## src/rtl/noc_node_injector_if.sv

```systemverilog
// Request and packet signals between a traffic source and the node injector.
// The source also drives the delivery strobe coming back from the attached router.
interface noc_node_injector_if #(
   parameter int K  = 6,
   parameter int N2 = 13
);
   logic          req_valid;
   logic [K-1:0]  req_dest;
   logic          req_ready;
   logic [N2-1:0] out_free;
   logic          in_data;

   modport master (
      output req_valid, req_dest, in_data,
      input  req_ready, out_free
   );

   modport slave (
      input  req_valid, req_dest, in_data,
      output req_ready, out_free
   );
endinterface

```

## src/rtl/noc_node_injector.sv

```systemverilog
// Compute-node injector: queues destination requests, emits one single-cycle packet
// to the local router port with a fixed idle spacing, and keeps tx/rx/error counters.
module noc_node_injector #(
   parameter int K     = 6,
   parameter int N2    = 13,
   parameter int NODES = 36,
   parameter int DEPTH = 4,
   parameter int GAP   = 4
) (
   input  logic         clk,
   input  logic         rst_n,
   input  logic [K-1:0] router_name,
   noc_node_injector_if.slave bus,
   output logic [7:0]   tx_count,
   output logic [7:0]   rx_count,
   output logic [7:0]   err_count,
   output logic         busy
);
   localparam int AW = $clog2(DEPTH);
   localparam int PW = AW + 1;
   localparam int GW = (GAP > 1) ? $clog2(GAP) : 1;
   localparam logic [K:0] NODES_LIM = (K+1)'(NODES);

   typedef enum logic [1:0] {ST_IDLE, ST_SEND, ST_GAP} state_t;

   state_t         state_reg, state_next;
   logic [PW-1:0]  wr_ptr_reg, rd_ptr_reg;
   logic [GW-1:0]  gap_cnt_reg;
   logic [N2-1:0]  out_free_reg;
   logic [7:0]     tx_reg, rx_reg, err_reg;
   logic [K-1:0]   mem [DEPTH];
   logic [K-1:0]   head;
   logic [N2-1:0]  pkt;
   logic           empty, full, handshake, legal, push, bad, pop;

   // The node's own number only matters to the attached router.
   logic unused_router;
   assign unused_router = ^router_name;

   assign empty     = (wr_ptr_reg == rd_ptr_reg);
   assign full      = (wr_ptr_reg[AW] != rd_ptr_reg[AW]) &&
                      (wr_ptr_reg[AW-1:0] == rd_ptr_reg[AW-1:0]);
   assign handshake = bus.req_valid && !full;
   assign legal     = ({1'b0, bus.req_dest} < NODES_LIM);
   assign push      = handshake && legal;
   assign bad       = handshake && !legal;
   assign head      = mem[rd_ptr_reg[AW-1:0]];

   always_comb begin
      pkt         = '0;
      pkt[N2-1]   = 1'b1;
      pkt[K-1:0]  = head;
   end

   always_comb begin
      state_next = state_reg;
      pop        = 1'b0;
      case (state_reg)
         ST_IDLE: if (!empty) begin
            state_next = ST_SEND;
            pop        = 1'b1;
         end
         ST_SEND: state_next = ST_GAP;
         // Leaving one cycle early lets the IDLE cycle count as the last quiet cycle.
         ST_GAP:  if (gap_cnt_reg <= GW'(1)) state_next = ST_IDLE;
         default: state_next = ST_IDLE;
      endcase
   end

   always_ff @(posedge clk or negedge rst_n) begin
      if (!rst_n) begin
         state_reg    <= ST_IDLE;
         wr_ptr_reg   <= '0;
         rd_ptr_reg   <= '0;
         gap_cnt_reg  <= '0;
         out_free_reg <= '0;
      end else begin
         state_reg    <= state_next;
         out_free_reg <= pop ? pkt : '0;
         if (push) wr_ptr_reg <= wr_ptr_reg + PW'(1);
         if (pop)  rd_ptr_reg <= rd_ptr_reg + PW'(1);
         if (state_reg == ST_SEND)
            gap_cnt_reg <= GW'(GAP - 1);
         else if (state_reg == ST_GAP && gap_cnt_reg != '0)
            gap_cnt_reg <= gap_cnt_reg - GW'(1);
      end
   end

   always_ff @(posedge clk) begin
      if (push) mem[wr_ptr_reg[AW-1:0]] <= bus.req_dest;
   end

   // Saturating event counters.
   always_ff @(posedge clk or negedge rst_n) begin
      if (!rst_n) begin
         tx_reg  <= '0;
         rx_reg  <= '0;
         err_reg <= '0;
      end else begin
         if (pop && tx_reg != 8'hFF)         tx_reg  <= tx_reg + 8'd1;
         if (bus.in_data && rx_reg != 8'hFF) rx_reg  <= rx_reg + 8'd1;
         if (bad && err_reg != 8'hFF)        err_reg <= err_reg + 8'd1;
      end
   end

   assign bus.req_ready = !full;
   assign bus.out_free  = out_free_reg;
   assign tx_count      = tx_reg;
   assign rx_count      = rx_reg;
   assign err_count     = err_reg;
   assign busy          = !empty || (state_reg != ST_IDLE);
endmodule

```

## src/flat_wrapper.sv

```systemverilog
// flat-port wrapper written by rule: the top's interface ports become plain ports
module noc_node_injector_flat 
#(
   parameter int K     = 6,
   parameter int N2    = 13,
   parameter int NODES = 36,
   parameter int DEPTH = 4,
   parameter int GAP   = 4
)
  (clk, rst_n, router_name, tx_count, rx_count, err_count, busy, bus_req_valid, bus_req_dest, bus_in_data, bus_req_ready, bus_out_free);
  noc_node_injector_if #(.K(K), .N2(N2)) bus_i ();
  input  logic clk;
  input  logic rst_n;
  input  logic [K-1:0] router_name;
  output logic [7:0] tx_count;
  output logic [7:0] rx_count;
  output logic [7:0] err_count;
  output logic busy;
  input wire logic [$bits(bus_i.req_valid)-1:0] bus_req_valid;
  input wire logic [$bits(bus_i.req_dest)-1:0] bus_req_dest;
  input wire logic [$bits(bus_i.in_data)-1:0] bus_in_data;
  output wire logic [$bits(bus_i.req_ready)-1:0] bus_req_ready;
  output wire logic [$bits(bus_i.out_free)-1:0] bus_out_free;
  assign bus_i.req_valid = bus_req_valid;
  assign bus_i.req_dest = bus_req_dest;
  assign bus_i.in_data = bus_in_data;
  assign bus_req_ready = bus_i.req_ready;
  assign bus_out_free = bus_i.out_free;
  noc_node_injector #(.K(K), .N2(N2), .NODES(NODES), .DEPTH(DEPTH), .GAP(GAP)) u_core (.clk(clk), .rst_n(rst_n), .router_name(router_name), .bus(bus_i), .tx_count(tx_count), .rx_count(rx_count), .err_count(err_count), .busy(busy));
endmodule
```

## config.mk

```make
export PLATFORM = sky130hd
export DESIGN_NAME = noc_node_injector_flat
export DESIGN_NICKNAME = d
export VERILOG_FILES = /design/src/rtl/noc_node_injector_if.sv /design/src/rtl/noc_node_injector.sv /design/src/flat_wrapper.sv
export SDC_FILE = /design/constraint.sdc
export NUM_CORES = 1
export LEC_CHECK = 0
export CAP_MARGIN = 40
export CELL_PAD_IN_SITES_DETAIL_PLACEMENT = 2
export CELL_PAD_IN_SITES_GLOBAL_PLACEMENT = 2
export CORE_MARGIN = 10
export CORE_UTILIZATION = 35
export DETAILED_ROUTE_END_ITERATION = 8
export GPL_TIMING_DRIVEN = 0
export PLACE_DENSITY_LB_ADDON = 0.1
export SLEW_MARGIN = 20
export SYNTH_ARGS = -nofsm -noshare
export SYNTH_HDL_FRONTEND = slang
export SYNTH_SLANG_ARGS = --single-unit
```

## constraint.sdc

```tcl
create_clock -name clk -period 2 [get_ports clk]
set_input_delay 0.3 -clock clk [delete_from_list [all_inputs] [get_ports clk]]
set_output_delay 0.3 -clock clk [all_outputs]
set_load 0.01 [all_outputs]
```

* After elaboration in Yosys (flattened, before gate mapping)
Memories as Yosys holds them, arrays and structs flattened.
Cells that the tools add are included.
** Storage, ports and cells
- Bits in registers :: 47
- Memory bits (writable) :: 24
- Output and inout bits :: 39
- Word-level logic and storage cells :: 54
- Memories :: 1
** Memory list
- u_core.mem :: words 4, width 6, read ports 1, clocked after Yosys merged registers in 0, write ports 1, RTL line noc_node_injector.sv:31 : logic [K-1:0] mem [DEPTH];
** Cells by class
- Add/subtract/negate cells :: 6
- Magnitude comparators :: 2
- Equal/unequal tests :: 10
- Multiplexer cells :: 10
- Reductions and logical operators :: 17
** Operators with widths (number)
- adder 8 x 1 -> 8 bit (second input constant) :: 3
- != test 8 bit (second input constant) :: 3
- 2-to-1 mux 13 bit :: 1
- logical AND 1 bit :: 8
- 2-to-1 mux 2 bit :: 4
- adder 3 x 1 -> 3 bit (second input constant) :: 2
- less-than comparator 6 bit (second input constant) :: 1
- case mux 2 bit (3 select lines) :: 1
- nonzero test 2 bit :: 3
- 2-to-1 mux 1 bit :: 4
- equality test 3 bit :: 1
- logical NOT 1 bit :: 3
- equality test 2 x 1 -> 1 bit (second input constant) :: 1
- equality test 2 bit :: 1
- equality test 2 bit (second input constant) :: 1
- <= comparator 2 x 1 -> 1 bit (second input constant) :: 1
- logical NOT 2 bit :: 1
- != test 2 x 1 -> 1 bit (second input constant) :: 1
- != test 2 bit (second input constant) :: 1
- AND reduction 2 bit :: 1
- subtractor 2 x 1 -> 2 bit (second input constant) :: 1
- logical OR 1 bit :: 1
- != test 1 bit :: 1

* Longest topological paths before layout
Gate-level depths: netlist (run 1).
- Depth after elaboration :: 7
- Gate-level depth with buffers :: 7
- Gate-level depth less buffers :: 5

* Worst setup path before layout (run 1)
Ideal clock, no wire load.
- Path kind :: register -> register
- Start :: register u_core.rd_ptr_reg[0]
- End :: register u_core.tx_reg[1] (netlist: u_core.tx_count[1])
- Arrival time :: 1.602 ns
- Setup slack :: 0.270 ns
- Cell stages (with the launch flop) :: 6
- Path buffers :: 1
- Clock period less this slack :: 1.730 ns
- Cells stage by stage :: dfrtp_1 > buf_6 > xnor2_1 > a311o_4 > nor2_2 > mux2_1
** Between the ends
- Longest elaborated chain between the ends :: 4
** RTL lines
- start: declaration :: RTL line noc_node_injector.sv:27 : logic [PW-1:0] wr_ptr_reg, rd_ptr_reg;
- start signal: assignment :: RTL line noc_node_injector.sv:81 : if (pop) rd_ptr_reg <= rd_ptr_reg + PW'(1);
- equality test 3 bit :: RTL line noc_node_injector.sv:40 : assign empty = (wr_ptr_reg == rd_ptr_reg);
- 2-to-1 mux 1 bit :: RTL line noc_node_injector.sv:59 : ST_IDLE: if (!empty) begin
- 2-to-1 mux 1 bit :: RTL line noc_node_injector.sv:58 : case (state_reg)
- logical AND 1 bit :: RTL line noc_node_injector.sv:100 : if (pop && tx_reg != 8'hFF) tx_reg <= tx_reg + 8'd1;
- end signal: assignment :: RTL line noc_node_injector.sv:100
- end: declaration :: RTL line noc_node_injector.sv:30 : logic [7:0] tx_reg, rx_reg, err_reg;
Every way passes these cells.
A chain may end at the register's enable or synchronous reset.

* Final worst setup path (run 1)
Same ends and word-level chain as after synthesis.

==> results of run 1 <==
-- cell families after synthesis --
| kind of cell | after synthesis |
|---|---|
| muxes | 13 |
| other | 1 |
| adders and majority gates | 10 |
| and+or+nand+nor | 66 |
| xor gates and xnor gates | 22 |
| buffers and inverters | 18 |
| DFF | 65 |
| AOI/OAI and AO/OA | 23 |
-- cell usage in the layout (no fill, tap or decap), drive strengths merged, types with 8 or more instances in the layout --
cell	count
xnor2	9
nand4	8
xor2	13
clkbuf	14
nor2	10
edfxtp	24
and2	10
buf	13
nand2	14
clkdlybuf4s50	39
ha	10
dfrtp	41
-- timing repair --
action / CTS / global route
buffers inserted: 1 / 1
resized for setup: 13 / 6
hold endpoints to repair: 11 / 0
setup endpoints to repair: 27 / 20
hold buffers: 1 / 0
pin swaps: 1 / 1
-- where the power goes --
part / leakage [nW] / switching, W / internal (W)
clock: 0.0941 / 0.000474 / 0.000571
combinational: 0.763 / 0.00112 / 0.00123
sequential: 0.728 / 0.000433 / 0.00179
total: 1.58 / 0.00202 / 0.00359
-- per-stage QoR --
stage	std cells	setup TNS (ns)	area, sq um
6_report	390	0	3820
5_1_grt	390	0	3820
4_1_cts	389	0	3790
3_5_place_dp	371	-16.57	3530
3_3_place_gp	370	-38.91	3520
2_1_floorplan	223	0	2970
-- final cells by class --
type	count	area [sq um]	area share, %
Sequential cell	65	1750	45.7
Multi-Input combinational cell	140	1200	31.4
Timing Repair Buffer	46	454	11.9
Clock buffer	12	135	3.54
Tap cell	105	131	3.44
Buffer	10	78.8	2.06
Clock inverter	4	45.0	1.18
Inverter	8	31.3	0.819
-- critical path, stage by stage (launching register included) --
cell and delay [ns]:
dfrtp_1 0.39, buf_6 0.17, xnor2_2 0.15, a311o_4 0.48, nor2_2 0.23, mux2_1 0.35
-- worst max path at each step --
stage	cells past startpoint	start	end	slack [ns]
2_1_floorplan	5	u_core.rd_ptr_reg[0]	u_core.tx_count[1]	0.27
3_3_place_gp	4	bus_req_dest[4]	u_core.mem[3][1]	-0.67
3_5_place_dp	4	bus_req_dest[4]	u_core.mem[3][1]	-0.68
4_1_cts	4	bus_req_dest[4]	u_core.mem[0][1]	0.006
5_1_grt	5	u_core.rd_ptr_reg[0]	u_core.tx_count[1]	0.02
6_report	5	u_core.rd_ptr_reg[0]	u_core.tx_count[1]	0.11
-- routing by layer --
layer	GRT usage [%]	part of all wire, %
met5	0	0
met4	3.34	1.0
met3	4.46	5.8
met2	19.1	51
met1	12.7	42
==> impl_metrics.ini, run 1 <==
[synthesis]
synth.most_common_cell = dfrtp_1
yosysTopAreaCell = dfrtp_1
postSynthCellCount = 218
yosysUniqueCellTypes = 42
synth.mux.area_fraction_pct = 8.02
synth_flop_cell = dfrtp_1
avgSynthCellArea_sq_um = 13.5
synth_top_cell_area_share_pct = 34.8
post_synth_main_area_contributors = dfrtp_1 35%, edfxtp_1 24%, mux4_1 4.5%
synthesis.yosys.warnings = 0
asyncSetResetFlopFracSynth_pct = 63.1
area_share_of_xor_xnor_cells_in_the_synthesized_design_pct = 6.53
synth_top_family_by_area = simple AND/OR/NAND/NOR gates
synth-seq-cells = 65
synthesis.area_sq_um = 2950
synth_adder_area_share_pct = 4.24
synth_edf_count = 24
synth.yosys.seq_area_share_pct = 59.2
yosys.area_share.simple_pct = 12.6
synth_compound_gate_area_share_pct = 5.60
post_synth_most_frequent_cells = 41 x dfrtp_1, 24 x edfxtp_1, 14 x nand2_1

[floorplanning]
initial_core_util_pct = 35.9
core_sq_um = 8220
die_h_um = 112
design.die.area_sq_um = 12500
core.rowCount = 33
die_width_um = 112
pin_count = 55

[timing]
tightest_slew_ns = 0.582
post_layout_minimum_cycle_time_ns = 1.89
slew_viols_final = 0
setup_viol = 0
worst_slew_margin_pct = 60.9
rsz0062_at_grt = false
whs_ns = 0.386
max_freq_mhz = 529
final.setup.worst_slack_ns = 0.109
finClkSkew_ns = 0.00473
finalHoldViolCount = 0
min_period_over_period_pct = 94.6

[clock_network]
cts-buffers-inserted = 9
clk_lat_worst_skew_ns = 0.33
cts_tree = built
cts_num_sinks = 65
ctsLongestPathBuffers = 2
post_cts_clock_slew_at_the_launch_and_capture_registers_of_the_worst_setup_and_hold_paths_ns = 0.07
cts_h_tree_lvls = 3
cts_root_buffer = clkbuf_8

[power_and_ir_drop]
power_w = 0.00561
powerDensity_nw_per_um2 = 1470
leakage_nw = 1.58
ir_worst_vdd_mv = 0.658

[drt]
initialDrtViolationCount = 45
routed-via-count = 1909
avgRoutedWirePerCell_um = 17.4
ant_nets = 0
drt-vias-per-instance = 4.89
drc = 0
firstDrtPassIters = 4
totalWireLength_um = 6800

[run]
max_cap_viol_count = 0

[setup_path]
reg2reg_depth = 5
start_kind = flop
worst_r2r_startpoint = u_core.rd_ptr_reg[0]
timing.critical_path.fanout_max = 9
reg2reg_setup_slack_ns = 0.11
critPathCaptureType = flop
worst-endpoint-required_ns = 2.21
crit_arrival_ns = 2.11
critical_path_class = flop to flop
rr_endpoint = u_core.tx_count[1]

[place]
dp_hpwl_um = 4960
placement.io_buffers = 42
place_congestion = 0.705
preCtsSetupSlack_ns = -0.682

[finish]
antenna_cells_inserted = 0
fillers = 813
drive_gt1_share_pct = 17.9
largest_reg_flops = 24
finish.utilization_pct = 46.5
finish.net_count = 306
area_delta_synth_final_pct = 29.6

[run_status]
outcome = complete, no violations

[global_route]
grt_pass1_vias = 2174
grt_util_all_layers_pct = 11.3
grt-ovfl-total = 0
grt_antenna_before_repair = 0
largest_net_degree_at_the_start_of_global_routing = 31
grt_first_pass_wirelength_um = 11500

[min_path]
min_path_type = input pin to async pin
Power figures use the tool's default switching activity.
==> inputs of run 2 (changes only) <==
Settings changed: GPL_TIMING_DRIVEN 0 to not set.
==> run 2 against run 1 <==
  * Highest routed layer unchanged
  * Sequential share of layout area decreased by 0.99 points
  * Largest power group unchanged
  * Wire length grew 9.1%
  * Hold slack worse by 0.37 ns
  * First-iteration DRC count is 67% higher
==> impl_metrics.ini, run 2 (synthesized netlist as in run 1, its figures left out) <==
[run_status]
outcome = complete, no violations

[setup_path]
worst_path_largest_cell_delay_ns = 0.43
crit_path_top_delay_cell = dfrtp_1
worst-endpoint-required_ns = 1.70
reg2reg_depth = 5
reg2reg_setup_slack_ns = 0.11
worst_r2r_startpoint = u_core.rd_ptr_reg[2]
rr_endpoint = u_core.err_count[6]
timing.critical_path.fanout_max = 3
critPathCaptureType = output port
start_kind = flop
crit_arrival_ns = 1.62
worst_setup_path_startpoint = u_core.rd_ptr_reg[2]
crit_chain = xnor2_2 -> buf_4 -> nand4_1 -> clkdlybuf4s15_1
critical_path_class = flop to output port

[drt]
drc = 0
ant_nets = 0
initialDrtViolationCount = 75
totalWireLength_um = 7420
drt-vias-per-instance = 4.90
firstDrtPassIters = 4
avgRoutedWirePerCell_um = 18.6
routed-via-count = 1955

[timing]
min_period_over_period_pct = 95.8
final.setup.worst_slack_ns = 0.0832
slew_viols_final = 0
setup_viol = 0
finClkSkew_ns = 0.00764
finalHoldViolCount = 0
worst_slew_margin_pct = 60.1
post_layout_minimum_cycle_time_ns = 1.92
max_freq_mhz = 522
tightest_slew_ns = 0.593

[power_and_ir_drop]
power_w = 0.00585
ir_worst_vdd_mv = 0.595
powerDensity_nw_per_um2 = 1500
leakage_nw = 1.63

[finish]
final_cell_mix = 39 x clkdlybuf4s50_1, 38 x dfrtp_1, 24 x edfxtp_1
drive_gt1_share_pct = 19.7
finish.net_count = 315
finish.utilization_pct = 47.6
fillers = 823
layoutNonFillerInstCount = 399
largest_reg_flops = 24
area_delta_synth_final_pct = 32.7
layout.cells.most_common = clkdlybuf4s50_1
antenna_cells_inserted = 0
post-route-cell-area_sq_um = 3910

[global_route]
largest_net_degree_at_the_start_of_global_routing = 42
grt_antenna_before_repair = 0
grt_first_pass_wirelength_um = 12400
grt_pass1_vias = 2245
grt-ovfl-total = 0
grt_util_all_layers_pct = 12.4

[clock_network]
ctsLongestPathBuffers = 2
postCtsHoldBufs = 0
cts-buffers-inserted = 9
cts_root_buffer = clkbuf_8
cts_tree = built
clk_lat_worst_skew_ns = 0.34
cts_num_sinks = 65
cts_h_tree_lvls = 3
post_cts_clock_slew_at_the_launch_and_capture_registers_of_the_worst_setup_and_hold_paths_ns = 0.07

[floorplanning]
design.die.area_sq_um = 12500
die_h_um = 112
die_width_um = 112
core_sq_um = 8220
core.rowCount = 33
initial_core_util_pct = 35.9
pin_count = 55

[run]
max_cap_viol_count = 0

[place]
place_congestion = 0.724
placement.cell_area_sq_um = 3620
preCtsSetupSlack_ns = -0.106
placement.io_buffers = 42
dp_hpwl_um = 5290
post-place-cells = 377

[min_path]
min_path_type = input pin to async pin
[run 2: worst max-delay path by stage]
stage | endpoint | slack (ns) | depth (start not counted)
2_1_floorplan | u_core.tx_count[1] | 0.27 | 5
3_3_place_gp | u_core.mem[3][1] | -0.08 | 5
3_5_place_dp | u_core.mem[3][1] | -0.11 | 5
4_1_cts | busy | 0.006 | 4
5_1_grt | busy | -0.01 | 4
6_report | busy | 0.08 | 4
[run 2: per-layer routing]
metal / vias to the layer above / routed length [um] / global-route usage, %
li1: 918 / - / -
met1: 986 / 3120 / 13.7
met2: 42 / 3790 / 20.9
met3: 9 / 393 / 4.94
met4: 0 / 120 / 5.14
met5: - / 0 / 0
[run 2: final cells by class]
class	count	area (sq um)	area share [%]
inverter	8	31.3	0.799
multi-input combinational	140	1170	29.9
clock inverter	1	7.51	0.192
sequential	65	1750	44.7
clock buffer	15	188	4.80
tap	105	131	3.36
timing repair buffer	65	637	16.3
[run 2: power breakdown]
group / total (W) / switching, W / internal, W
clock network: 0.00109 / 0.000494 / 0.000596
registers: 0.00224 / 0.000444 / 0.00180
logic: 0.00252 / 0.00117 / 0.00135
[run 2: what timing repair did]
| item | CTS | global route |
|---|---|---|
| buffers inserted | 6 | 0 |
| pin swaps | 2 | 1 |
| endpoints found under the setup margin | 2 | 1 |
| gates resized for setup | 10 | 3 |
[run 2: metrics by stage]
step           hold WS (ns)  TNS, ns
5_1_grt              0.0492  -0.0204
3_3_place_gp          0.416    -1.73
2_1_floorplan       0.00441        0
4_1_cts              0.0357        0
6_report             0.0208        0
3_5_place_dp          0.419    -2.39
[run 2: critical path: cells and delay by family (launching register included)]
| family | cells | cell delay [ns] |
|---|---|---|
| AND/OR/NAND/NOR | 1 | 0.11 |
| flip-flops | 1 | 0.43 |
| XOR/XNOR | 1 | 0.29 |
| buffers and inverters | 2 | 0.44 |
==> RTL change 1: new RTL, config.mk and constraints of run 2 <==
Register the output `err_count` once more, cleared by the reset; this adds one clock of latency there. The other outputs are not delayed to match.
--- a/src/rtl/noc_node_injector.sv
+++ b/src/rtl/noc_node_injector.sv
@@ -107,7 +107,13 @@
    assign bus.out_free  = out_free_reg;
    assign tx_count      = tx_reg;
    assign rx_count      = rx_reg;
-   assign err_count     = err_reg;
+   always_ff @(posedge clk or negedge rst_n) begin
+      if (!rst_n) begin
+         err_count <= '0;
+      end else begin
+         err_count <= err_reg;
+      end
+   end
    assign busy          = !empty || (state_reg != ST_IDLE);
 endmodule
 
Function: changed (Yosys sat finds a counterexample within 4 cycles, from zero or initial values and one cycle with rst_n low).
==> RTL change 1 against run 2 <==
- sequential cell count increased by 8
- die area increased by 5.6%
- worst setup slack improved by 0.0011 ns
- synthesized cell count increased by 5.0%
- power decreased by 0.28%
- area after synthesis increased by 6.8%
- routed wire length decreased by 4.1%
- global-route usage decreased by 0.75 points
- count of clock-buffer cells in the layout decreased by 6
- design area increased by 2.7%
- non-clock buffer count decreased by 1
- critical path depth unchanged
- via count increased by 1.8%
- critical endpoint is now bus_req_ready
==> RTL change 1: results (changes against run 2) <==
[placement]
place_congestion=0.740  ; +2.2%
hpwlAfterDp_mm=5.35  ; +1.1%
place_area_um2=3790  ; +4.8%
place_inst=392  ; +4.0%
place_ws_ns=-0.126  ; -0.0202 ns

[drt]
wire_per_inst_um=17.3  ; -6.9%
wl_met3_um=326  ; -17%
via_count=1990  ; +1.8%
vias_per_cell=4.84  ; -1.2%
wl_met1_mm=3.21  ; +2.8%
drt_iter0_markers=50  ; -33%
wl_met2_mm=3.50  ; -7.7%

[global_routing]
grt_use_met2_pct=19.2  ; -1.7 points
grt_use_total_pct=11.7  ; -0.75 points
grt_pass1_wl_mm=12.3  ; -0.83%
grt_util_met1_pct=14.2  ; +0.48 points
grt_pass1_vias=2288  ; +1.9%
grtUsageMet3_pct=3.59  ; -1.3 points
grt_max_degree=19  ; -55%

[power]
p_comb_uw=2320  ; -7.9%
pwr-share-seq_pct=42.0  ; +3.7 points
switchingPower_uw=2150  ; +2.0%
p_leak_uw=0.00169  ; +3.6%
irDropWorstVdd_mv=0.519  ; -13%

[layout]
fillers=879  ; +6.8%
drive_above_1_share_pct=18.2  ; -1.6 points
fin_area_um2=4020  ; +2.7%

[timing]
hold_slack_ns=0.385  ; +0.364 ns
fin_skew_ns=0.0128  ; +0.00518 ns
max_freq_mhz=522  ; about the same

[yosys]
ys_top_cells_by_area=dfrtp_1 39%, edfxtp_1 23%, mux4_1 4.2%, xor2_1 4.2%, ha_1 4.0%
seq_area_frac_synth_pct=61.8  ; +2.6 points
async_flop_share_pct=67.1  ; +4.0 points
synthTopCellsByCount=49 x dfrtp_1, 24 x edfxtp_1, 18 x nand2_1, 15 x xor2_1
synthCells=229  ; +5.0%
synth_cell_types=36  ; -14%

[status]
outcome=finished clean

[worst_setup_path]
cp_top_family=flip-flops
r2r_start=u_core.wr_ptr_reg[0]
arrival_ns=1.62  ; about the same
r2r_end=u_core.tx_count[7]

[clock_network]
clk_pin_slew_ns=0.09  ; +0.02 ns

-- RTL change 1: cell types whose count changed in the layout (fill, tap and decap cells not counted), sizes merged, moves of 4 or more --
cell    delta
nand2      +4
nand4      -5
nand3      +4
inv        +6
dfrtp      +8
a31oi      -4
clkbuf     -6
-- RTL change 1: logic make-up after synthesis --
family | share of synthesized area [%]
adders and majority gates | 3.97
and+or+nand+nor | 12.0
other | 0.119
xor gates and xnor gates | 6.39
AOI/OAI and AO/OA | 3.93
muxes | 8.10
buffers and inverters | 3.73
DFF | 61.8
-- RTL change 1: repair_timing --
item                                    in CTS  in global routing
endpoints found under the hold margin       13                  0
pin swaps                                    0                  0
gates resized for setup                      6                  3
setup buffers                                2                  0
hold buffers                                 1                  0
endpoints found under the setup margin       2                  5
-- RTL change 1: cell type report --
type | count | area share [%]
clock buffer | 9 | 3.08
clock inverter | 7 | 1.49
inverter | 9 | 0.841
multi-input combinational | 141 | 28.1
sequential | 73 | 48.4
tap | 108 | 3.36
timing repair buffer | 64 | 14.7
==> RTL change 2: new RTL, settings of run 2 <==
Made on the original files. `NODES` is set to 36 in 2 places; all go to 18.
--- a/src/rtl/noc_node_injector.sv
+++ b/src/rtl/noc_node_injector.sv
@@ -3,7 +3,7 @@
 module noc_node_injector #(
    parameter int K     = 6,
    parameter int N2    = 13,
-   parameter int NODES = 36,
+   parameter int NODES = 18,
    parameter int DEPTH = 4,
    parameter int GAP   = 4
 ) (
--- a/src/flat_wrapper.sv
+++ b/src/flat_wrapper.sv
@@ -3,7 +3,7 @@
 #(
    parameter int K     = 6,
    parameter int N2    = 13,
-   parameter int NODES = 36,
+   parameter int NODES = 18,
    parameter int DEPTH = 4,
    parameter int GAP   = 4
 )
Behaviour: not the same (Yosys sat finds a counterexample within 4 cycles, from zero or initial values and one cycle with rst_n low).
==> RTL change 2 against run 2 <==
- area after synthesis increased by 1.5%
- critical path depth down 1
- worst setup slack lost 0.0073 ns
- design area is 0.16% higher
- routed wire length is 7.3% lower
- sequential cell count unchanged
- power up 0.52%
- core utilization is 0.16 points lower
- critical path type unchanged
- critical endpoint is now bus_req_ready
==> RTL change 2: results (changes against run 2) <==
[placement]
hpwlAfterDp_mm=5.03  ; -5.0%
place_congestion=0.727  ; +0.33%

[layout]
drive_above_1_share_pct=19.9  ; +0.14 points
fillers=821  ; -0.24%
layout.nets=313  ; -0.63%

[global_routing]
grt_pass1_wl_mm=11.6  ; -5.9%
antenna_found_initial=0  ; unchanged
grt_max_degree=28  ; -33%
grt_pass1_vias=2249  ; +0.18%
grt_use_total_pct=11.3  ; -1.1 points

[yosys]
seq_area_frac_synth_pct=58.4  ; -0.87 points
synthTopCellsByCount=41 x dfrtp_1, 24 x edfxtp_1, 12 x xnor2_1, 11 x nand2_1
ys_top_cells_by_area=dfrtp_1 34%, edfxtp_1 24%, mux4_1 5.3%, ha_1 4.2%, xnor2_1 3.5%
synth_cell_types=47  ; +12%

[worst_setup_path]
slowest_delay_ns=0.47  ; +0.04 ns
critPathMaxFanout=3  ; unchanged
crit_path_top_delay_cell=dfrtp_2
r2r_start=u_core.wr_ptr_reg[0]
crit_path_start=u_core.rd_ptr_reg[1]
r2r_end=u_core.tx_count[1]

[power]
irDropWorstVdd_mv=0.572  ; -3.9%
p_per_area_nw_per_um2=1500  ; +0.36%
p_leak_uw=0.00161  ; -0.86%

[drt]
ant_nets=0  ; unchanged
vias_per_cell=5.00  ; +2.0%
drt_iter0_markers=55  ; -27%
wire_per_inst_um=17.3  ; -6.9%

[timing]
hold_slack_ns=0.398  ; +0.377 ns
fin_skew_ns=0.00822  ; +0.000572 ns

[status]
outcome=finished clean

-- RTL change 2: cell count changes in the layout (fill, tap and decap cells not counted), moves of 3 or more --
cell,delta
a21oi_1,-4
and3_1,+3
nand2_1,-3
nand3_1,+3
xnor2_1,+5
-- RTL change 2: routing by layer --
| metal | global-route usage [%] | wire length, µm | vias up |
|---|---|---|---|
| met5 | 0 | 0 | - |
| met4 | 4.06 | 106 | 0 |
| met3 | 3.94 | 358 | 11 |
| met2 | 19.7 | 3490 | 37 |
| met1 | 12.5 | 2920 | 1013 |
| li1 | - | - | 924 |
-- RTL change 2: worst max-delay path, delay by kind of cell (launching register included) --
kind                      cells  cell delay (ns)
xor gates and xnor gates      1             0.22
buffers and inverters         1             0.24
and+or+nand+nor               1             0.36
DFF                           1             0.47
-- RTL change 2: worst max path at each step --
stage | depth (start not counted) | end
3_3_place_gp | 7 | u_core.err_count[6]
6_report | 3 | bus_req_ready
3_5_place_dp | 7 | u_core.err_count[6]
5_1_grt | 5 | u_core.tx_count[1]
4_1_cts | 3 | bus_req_ready
2_1_floorplan | 5 | u_core.tx_count[1]
-- RTL change 2: cell type report --
type / count / share of cell area [%]
Clock inverter: 4 / 1.15
Clock buffer: 12 / 3.45
Multi-Input combinational cell: 136 / 30.5
Timing Repair Buffer: 67 / 16.2
Tap cell: 105 / 3.35
Sequential cell: 65 / 44.7
Inverter: 8 / 0.766
-- RTL change 2: cell families after synthesis --
family / count (synthesis) / synth area share (%)
AO/OA/AOI/OAI: 18 / 5.69
XOR/XNOR: 24 / 7.52
adder cells (fa/ha/maj): 10 / 4.18
buffers and inverters: 20 / 3.97
flip-flops: 65 / 58.4
multiplexers: 14 / 8.36
other: 1 / 0.125
AND/OR/NAND/NOR: 64 / 11.8
-- RTL change 2: what timing repair did --
action,CTS,global route
setup buffers,4,1
gates resized for setup,11,1
pin swaps,3,0
endpoints found under the setup margin,2,2
hold buffers,1,0
hold endpoints to repair,14,0
-- RTL change 2: power breakdown --
group | internal [µW] | leakage [µW] | switching [µW]
sequential | 1780 | 0.000716 | 484
combinational | 1430 | 0.000803 | 1120
clock | 571 | 0.0000941 | 504
-- RTL change 2: metrics by stage --
stage               setup slack, ns  instances  util (%)  setup TNS [ns]  cell area, µm²
floorplan                     0.227        221         -               0            3010
global placement            -0.0710        375      44.0          -0.961            3640
detailed placement           -0.138        375      44.0           -2.31            3640
CTS                          0.0201        396      47.3               0            3910
global route                 0.0132        397      47.5               0            3920
finish                       0.0759        397      47.5               0            3920
